==> src/rtl/pipeline_stall_controller.sv <==
// Pipeline stall/flush controller for the 5-stage core: turns hazard flags into per-stage
// controls, holds fetch redirects across i-mem busy cycles, and tracks stall statistics.
module pipeline_stall_controller #(
    parameter int CORE         = 0,
    parameter int COUNTER_BITS = 32,
    parameter int DMEM_TIMEOUT = 1024
) (
    input  logic                    clock,
    input  logic                    reset,
    input  logic                    i_mem_hazard,
    input  logic                    d_mem_hazard,
    input  logic                    JALR_branch_hazard,
    input  logic                    JAL_hazard,
    output logic                    stall_fetch,
    output logic                    stall_decode,
    output logic                    stall_execute,
    output logic                    stall_memory,
    output logic                    flush_decode,
    output logic                    flush_execute,
    output logic                    bubble_writeback,
    output logic                    redirect_hold,
    output logic                    dmem_timeout,
    output logic [COUNTER_BITS-1:0] stall_cycles,
    output logic [COUNTER_BITS-1:0] flush_events
);

    localparam int RUN_W = (DMEM_TIMEOUT > 0) ? $clog2(DMEM_TIMEOUT + 1) : 1;
    localparam logic [RUN_W-1:0] RUN_MAX = RUN_W'(DMEM_TIMEOUT);

    if (COUNTER_BITS < 1 || DMEM_TIMEOUT < 0 || CORE < 0) begin : g_param_check
        $error("pipeline_stall_controller: illegal parameter value");
    end

    typedef enum logic [1:0] {
        RUN,
        DSTALL,
        REDIRECT_WAIT
    } state_t;

    state_t                  r_state;
    state_t                  w_state_next;
    logic                    w_dh;
    logic                    w_br;
    logic                    w_jl;
    logic [COUNTER_BITS-1:0] r_stall_cycles;
    logic [COUNTER_BITS-1:0] r_flush_events;
    logic [RUN_W-1:0]        r_run;
    logic                    r_timeout;

    // The data-memory hazard masks both control-flow hazards; JALR/branch masks JAL.
    assign w_dh = d_mem_hazard;
    assign w_br = JALR_branch_hazard & ~w_dh;
    assign w_jl = JAL_hazard & ~w_dh & ~JALR_branch_hazard;

    // NOTE: sequential state uses non-blocking assignments so every register samples
    // the pre-edge values of the others, independent of process evaluation order.
    always_ff @(posedge clock or negedge reset) begin
        if (!reset) begin
            r_state <= RUN;
        end else begin
            r_state <= w_state_next;
        end
    end

    // NOTE: every signal written here gets a default first, so no path leaves one
    // unassigned and no latch is inferred.
    always_comb begin
        w_state_next     = r_state;
        stall_fetch      = w_dh | i_mem_hazard;
        stall_decode     = w_dh;
        stall_execute    = w_dh;
        stall_memory     = w_dh;
        bubble_writeback = w_dh;
        flush_execute    = w_br;
        redirect_hold    = 1'b0;
        flush_decode     = w_br | w_jl | (i_mem_hazard & ~w_dh);

        case (r_state)
            REDIRECT_WAIT: begin
                redirect_hold = 1'b1;
                flush_decode  = 1'b1;
                if (!i_mem_hazard && !w_dh) begin
                    w_state_next = RUN;
                end
            end
            default: begin
                // RUN and DSTALL share the same transition rules.
                if (w_dh) begin
                    w_state_next = DSTALL;
                end else if ((w_br | w_jl) && i_mem_hazard) begin
                    w_state_next = REDIRECT_WAIT;
                end else begin
                    w_state_next = RUN;
                end
            end
        endcase
    end

    always_ff @(posedge clock or negedge reset) begin
        if (!reset) begin
            r_stall_cycles <= '0;
            r_flush_events <= '0;
        end else begin
            if (stall_fetch && r_stall_cycles != '1) begin
                r_stall_cycles <= r_stall_cycles + COUNTER_BITS'(1);
            end
            if ((w_br | w_jl) && r_flush_events != '1) begin
                r_flush_events <= r_flush_events + COUNTER_BITS'(1);
            end
        end
    end

    // The run counter saturates at the limit; the flag latches on the edge that reaches it.
    always_ff @(posedge clock or negedge reset) begin
        if (!reset) begin
            r_run     <= '0;
            r_timeout <= 1'b0;
        end else begin
            if (!w_dh) begin
                r_run <= '0;
            end else if (r_run != RUN_MAX) begin
                r_run <= r_run + RUN_W'(1);
            end
            if (DMEM_TIMEOUT != 0 && w_dh && r_run == RUN_MAX - RUN_W'(1)) begin
                r_timeout <= 1'b1;
            end
        end
    end

    assign stall_cycles = r_stall_cycles;
    assign flush_events = r_flush_events;
    assign dmem_timeout = r_timeout;

endmodule

==> config.mk <==
export PLATFORM = sky130hd
export DESIGN_NAME = pipeline_stall_controller
export DESIGN_NICKNAME = d
export VERILOG_FILES = /design/src/rtl/pipeline_stall_controller.sv
export SDC_FILE = /design/constraint.sdc
export NUM_CORES = 1
export LEC_CHECK = 0
export BUFFER_PORTS_ARGS = -buffer_cell sky130_fd_sc_hd__buf_4
export CORE_AREA = 2 2 108 110
export CTS_CLUSTER_DIAMETER = 120
export DETAILED_ROUTE_END_ITERATION = 6
export DIE_AREA = 0 0 110 112
export GPL_ROUTABILITY_DRIVEN = 0
export GPL_TIMING_DRIVEN = 0
export SLEW_MARGIN = 20
export SYNTH_ARGS = -nofsm -noshare
export SYNTH_HDL_FRONTEND = slang
export SYNTH_SLANG_ARGS = --single-unit
==> constraint.sdc <==
create_clock -name clock -period 2.9 [get_ports clock]
set_input_delay 0.29 -clock clock [delete_from_list [all_inputs] [get_ports clock]]
set_output_delay 0.29 -clock clock [all_outputs]
set_load 0.05 [all_outputs]
After elaboration in Yosys (flattened, before gate mapping)
Index checks and enable logic that the tools add are counted.
{ "word_totals": {"elab_cells": 39, "output_inout_bits": 73, "reg_bits": 78, "inputBits": 6} }
{ "classes": {"bitwise_logic": 9, "n_reduce_logical": 7, "n_eq_ne": 7, "add_sub_neg": 3, "n_mux": 8} }
{ "op_table": {"columns": ["cell", "count"], "rows": [
  ["adder 32 x 1 -> 32 bit, second input constant", 2],
  ["!= test 32 bit, second input constant", 2],
  ["two-way mux 11 bit", 2],
  ["adder 11 x 1 -> 11 bit, second input constant", 1],
  ["equality test 11 x 10 -> 1 bit, second input constant", 1],
  ["!= test 11 bit, second input constant", 1],
  ["two-way mux 2 bit", 4],
  ["logical AND 1 bit", 5],
  ["bitwise AND 1 bit", 4],
  ["bitwise OR 1 bit", 3],
  ["equality test 2 bit, second input constant", 1],
  ["zero test 1 bit", 2],
  ["two-way mux 1 bit", 2],
  ["!= test 2 x 1 -> 1 bit, second input constant", 1],
  ["!= test 2 bit, second input constant", 1],
  ["NOT 1 bit", 2]
]} }

Logic depth before layout (Yosys ltp)
{ "depth": {"ltp_word": 8, "depth_mapped": 7, "depth_no_buf": 7} }

Worst setup path before layout
OpenSTA, ideal clock, no wires.
{ "synth_path": {"kind": "register to register", "start": "register r_flush_events[9] (netlist: flush_events[9])", "end": "register r_flush_events[1] (netlist: flush_events[1])", "path_buffers": 1, "setup_slack_ns": 0.336, "synth_period_minus_slack_ns": 2.564, "t_arrival_ns": 2.439, "stages_incl_launch_ff": 7, "setup_time_ns": 0.125, "path_cell_list": "dfrtp_1 nand4_2 or4_4 or4_4 buf_6 and2_4 mux2_4"} }
{ "synth_via": {"elab_chain_cells": 2} }
{ "synth_lines": {"columns": ["element", "line", "text"], "rows": [
  ["start, declared", "46", "logic [COUNTER_BITS-1:0] r_flush_events;"],
  ["start signal, assigned", "108", "r_flush_events <= r_flush_events + COUNTER_BITS'(1);"],
  ["!= test 32 bit", "107", "if ((w_br | w_jl) && r_flush_events != '1) begin"],
  ["logical AND 1 bit", "107", null]
]} }
Every way passes these cells.
A chain may end at the register's enable or synchronous reset.

Worst setup path after layout
{ "layout_path": {"start": "register r_flush_events[4] (netlist: flush_events[4])", "end": "register r_flush_events[26] (netlist: flush_events[26])"} }
{ "layout_via": {"elab_chain_cells": 2} }
{ "layout_lines": {"columns": ["element"], "rows": [
  ["branches (longest 2 deep; another with adder 32 x 1 -> 32 bit)"]
]} }
Parallel ways; which one is timed is not known.

==> impl_metrics.toml <==
[synthesis]
yosysSeqAreaShare = 0.511
syn_area_per_cell_um2 = 10.5
synth-compound-area-share = 0.0266
synth_area_leaders = "dfrtp_1 51%, xnor2_1 9.4%, xor2_1 6.4%"
yosysWarningCount = 0
synth_top_area_share = 0.511
ys_ff_latch = 78
synth-xor-area-share = 0.158
synthArstFlopShare = 1.00
ys_types = 43
netlist_instances = 365
synth_common_cells = "78 x dfrtp_1, 41 x xnor2_1, 28 x nand3_1, 28 x xor2_1, 27 x nand2_1"
synth_area_leader_cell = "dfrtp_1"
post_synth_and_or_nand_nor_area_fraction = 0.255
synthFlopType = "dfrtp_1"
syn-cell-area_mm2 = 0.00382
synth-edff-count = 0
synthAdderAreaFrac = 0.0131
yosysMostFrequentCell = "dfrtp_1"
synth_top_family_by_area = "simple AND/OR/NAND/NOR gates"
syn-num-nets = 375
yosys-mux-area-fraction = 0.00689

[timing]
final-setup-viol-count = 0
fin_skew_ns = 0.00687
clock.fmax_ghz = 0.403
finalCriticalPeriod_ns = 2.48
rsz0062_at_grt = "false"
worstMarginPinSlew_ns = 0.760
min_period_over_period = 0.856
max_slew_margin = 0.493
finalHoldViolCount = 0
setup_total_negative_slack_ns = 0
drv_slew = 0

[worst_setup_path]
cp_max_fo = 8
rrSetupSlack_ns = 0.42
critical_path_required_ns = 3.08
crit_path_cell_trace = "nand4_1 > or4_1 > o21ai_1 > nor4_1 > xor2_1"
reg2regPathDepth = 5
path_buf_inv = 0
critPathArrivalTime_ns = 2.67
max_stage_delay_ns = 0.64
r2r-end = "flush_events[26]$_DFFE_PN0P_"
r2r-start = "flush_events[4]$_DFFE_PN0P_"
end_kind = "flip-flop"
crit_type = "flip-flop to flip-flop"
cp_slowest_cell = "or4_1"
critical-path-top-delay-family = "simple AND/OR/NAND/NOR gates"
crit_path_start_kind = "flip-flop"

[pwr]
cellPowerDensity_mw_per_mm2 = 688
p_leak_uw = 0.00220
max-vdd-ir-drop_mv = 0.374
finalPower_uw = 3370

[worst_hold_path]
worstHoldEndpoint = "r_state[1]$_DFFE_PN0P_"
hold_path_startpoint = "i_mem_hazard"
holdPathStages = 3
hp-class = "primary input to flip-flop"

[global_routing]
grt_max_degree = 79
grt_util_met2 = 0.239
grt_antenna_before_repair = 0
first_global_vias = 2926
grt.busiest_layer = "met2"
grtUsageMet1 = 0.188
grt_overflow = 0
grt_util_met3 = 0.0492
grt_pass1_wl_um = 14300
grtUsageTotal = 0.148

[detailed_routing]
via_per_inst = 5.00
initialDrtViolationCount = 121
ant_nets = 0
dr.pass1.iters = 4
vias = 3013
wl_um = 8620
wl_per_cell_um = 14.3
remaining_drc_errors = 0

[placement]
dp_hpwl_um = 6000
port_buffers = 78
dp_cells = 586

[cells_and_area]
nNetsFinal = 466
nFillCells = 1078
diodes = 0
multi_input_area_mm2 = 0.00176
regArea_mm2 = 0.00195
area_growth_pct = 28.6
drive_above_1_share = 0.237
final_cells = 603

[clocking]
tritoncts = "done"
clk_pin_slew_ns = 0.06
cts-buffers-inserted = 9
cts_root_buf = "clkbuf_16"
insertion_delay_ns = 0.33
clock-sinks = 78
clk_path_buf_depth = 2
cts-resized-gates = 0
htreeDepth = 3
post_cts_buffers = 0
ctsHoldBuffers = 0

[run_status]
outcome = "finished clean"

[floorplan]
io_pins = 79
die_h_um = 112
row_count = 39
die_area_mm2 = 0.0123
start_util = 0.342
coreArea_mm2 = 0.0112
die_w_um = 110

[job]
max_cap_viol_count = 0
-- cell usage in the layout, fill, tap and decap left out, drive strengths merged, types with 2 or more instances in the layout --
cell and count:
and3 10, a21oi 4, or4 4, nor4b 3, nor4 11, buf 86
clkbuf 14, or3 4, xor2 28, nand4 25, nor2 21, nor3b 2
o21ai 3, dfrtp 78, nand3 28, nor2b 2, mux2 2, and2 11
inv 12, a31oi 3, clkinv 2, xnor2 41, nand2 27, ha 4
nor3 17, and4 5
-- sequential cells by signal, summed over array words and instances (netlist names) --
signal,cells
r_run,11
r_state,2
flush_events,32
stall_cycles,32
dmem_timeout,1
-- power breakdown --
part           total (µW)  internal [µW]  switching [µW]
registers            1390           1200             181
clock network        1100            682             419
logic                 888            292             596
-- worst max-delay path by stage --
| stage | from | end | slack, ns | cells after the start |
|---|---|---|---|---|
| after floorplan | flush_events[9]$_DFFE_PN0P_ | flush_events[1]$_DFFE_PN0P_ | 0.34 | 6 |
| after global placement | flush_events[4]$_DFFE_PN0P_ | flush_events[26]$_DFFE_PN0P_ | 0.45 | 5 |
| after detailed placement | flush_events[4]$_DFFE_PN0P_ | flush_events[26]$_DFFE_PN0P_ | 0.45 | 5 |
| after CTS | flush_events[4]$_DFFE_PN0P_ | flush_events[26]$_DFFE_PN0P_ | 0.44 | 5 |
| after global routing | flush_events[4]$_DFFE_PN0P_ | flush_events[26]$_DFFE_PN0P_ | 0.24 | 5 |
| final | flush_events[4]$_DFFE_PN0P_ | flush_events[26]$_DFFE_PN0P_ | 0.42 | 5 |
-- stage by stage --
step	utilization	instance area, µm²	hold slack [ns]	worst slack [ns]
after floorplan	-	3820	-0.00559	0.336
after global placement	0.410	4580	0.470	0.445
after detailed placement	0.410	4580	0.476	0.454
after CTS	0.436	4870	0.167	0.437
after global routing	0.439	4910	0.289	0.243
final	0.439	4910	0.291	0.417
-- area by class of cell --
cell class | count | area share
tap | 143 | 0.0365
clock inverter | 4 | 0.00969
buffer | 10 | 0.0127
multi-input combinational | 265 | 0.358
inverter | 12 | 0.00918
clock buffer | 11 | 0.0495
timing repair buffer | 80 | 0.127
sequential | 78 | 0.398
-- kinds of logic (layout without fill, tap and decap cells) --
group,Yosys count,after routing
multiplexers,2,2
adder cells (fa/ha/maj),4,4
AND/OR/NAND/NOR,174,174
XOR/XNOR,69,69
buffers and inverters,22,117
flip-flops,78,78
AO/OA/AOI/OAI,16,16
-- layer usage --
layer | vias up | part of all wire
met1 | 1494 | 0.45
li1 | 1466 | -
met2 | 49 | 0.50
met5 | - | 0
met4 | 0 | 0.0073
met3 | 4 | 0.043
-- tightest hold or removal path, stage by stage --
cell	delay, ns
buf_4	0.09
nor2_1	0.08
a21oi_1	0.11
(Power assumes the default switching activity.)
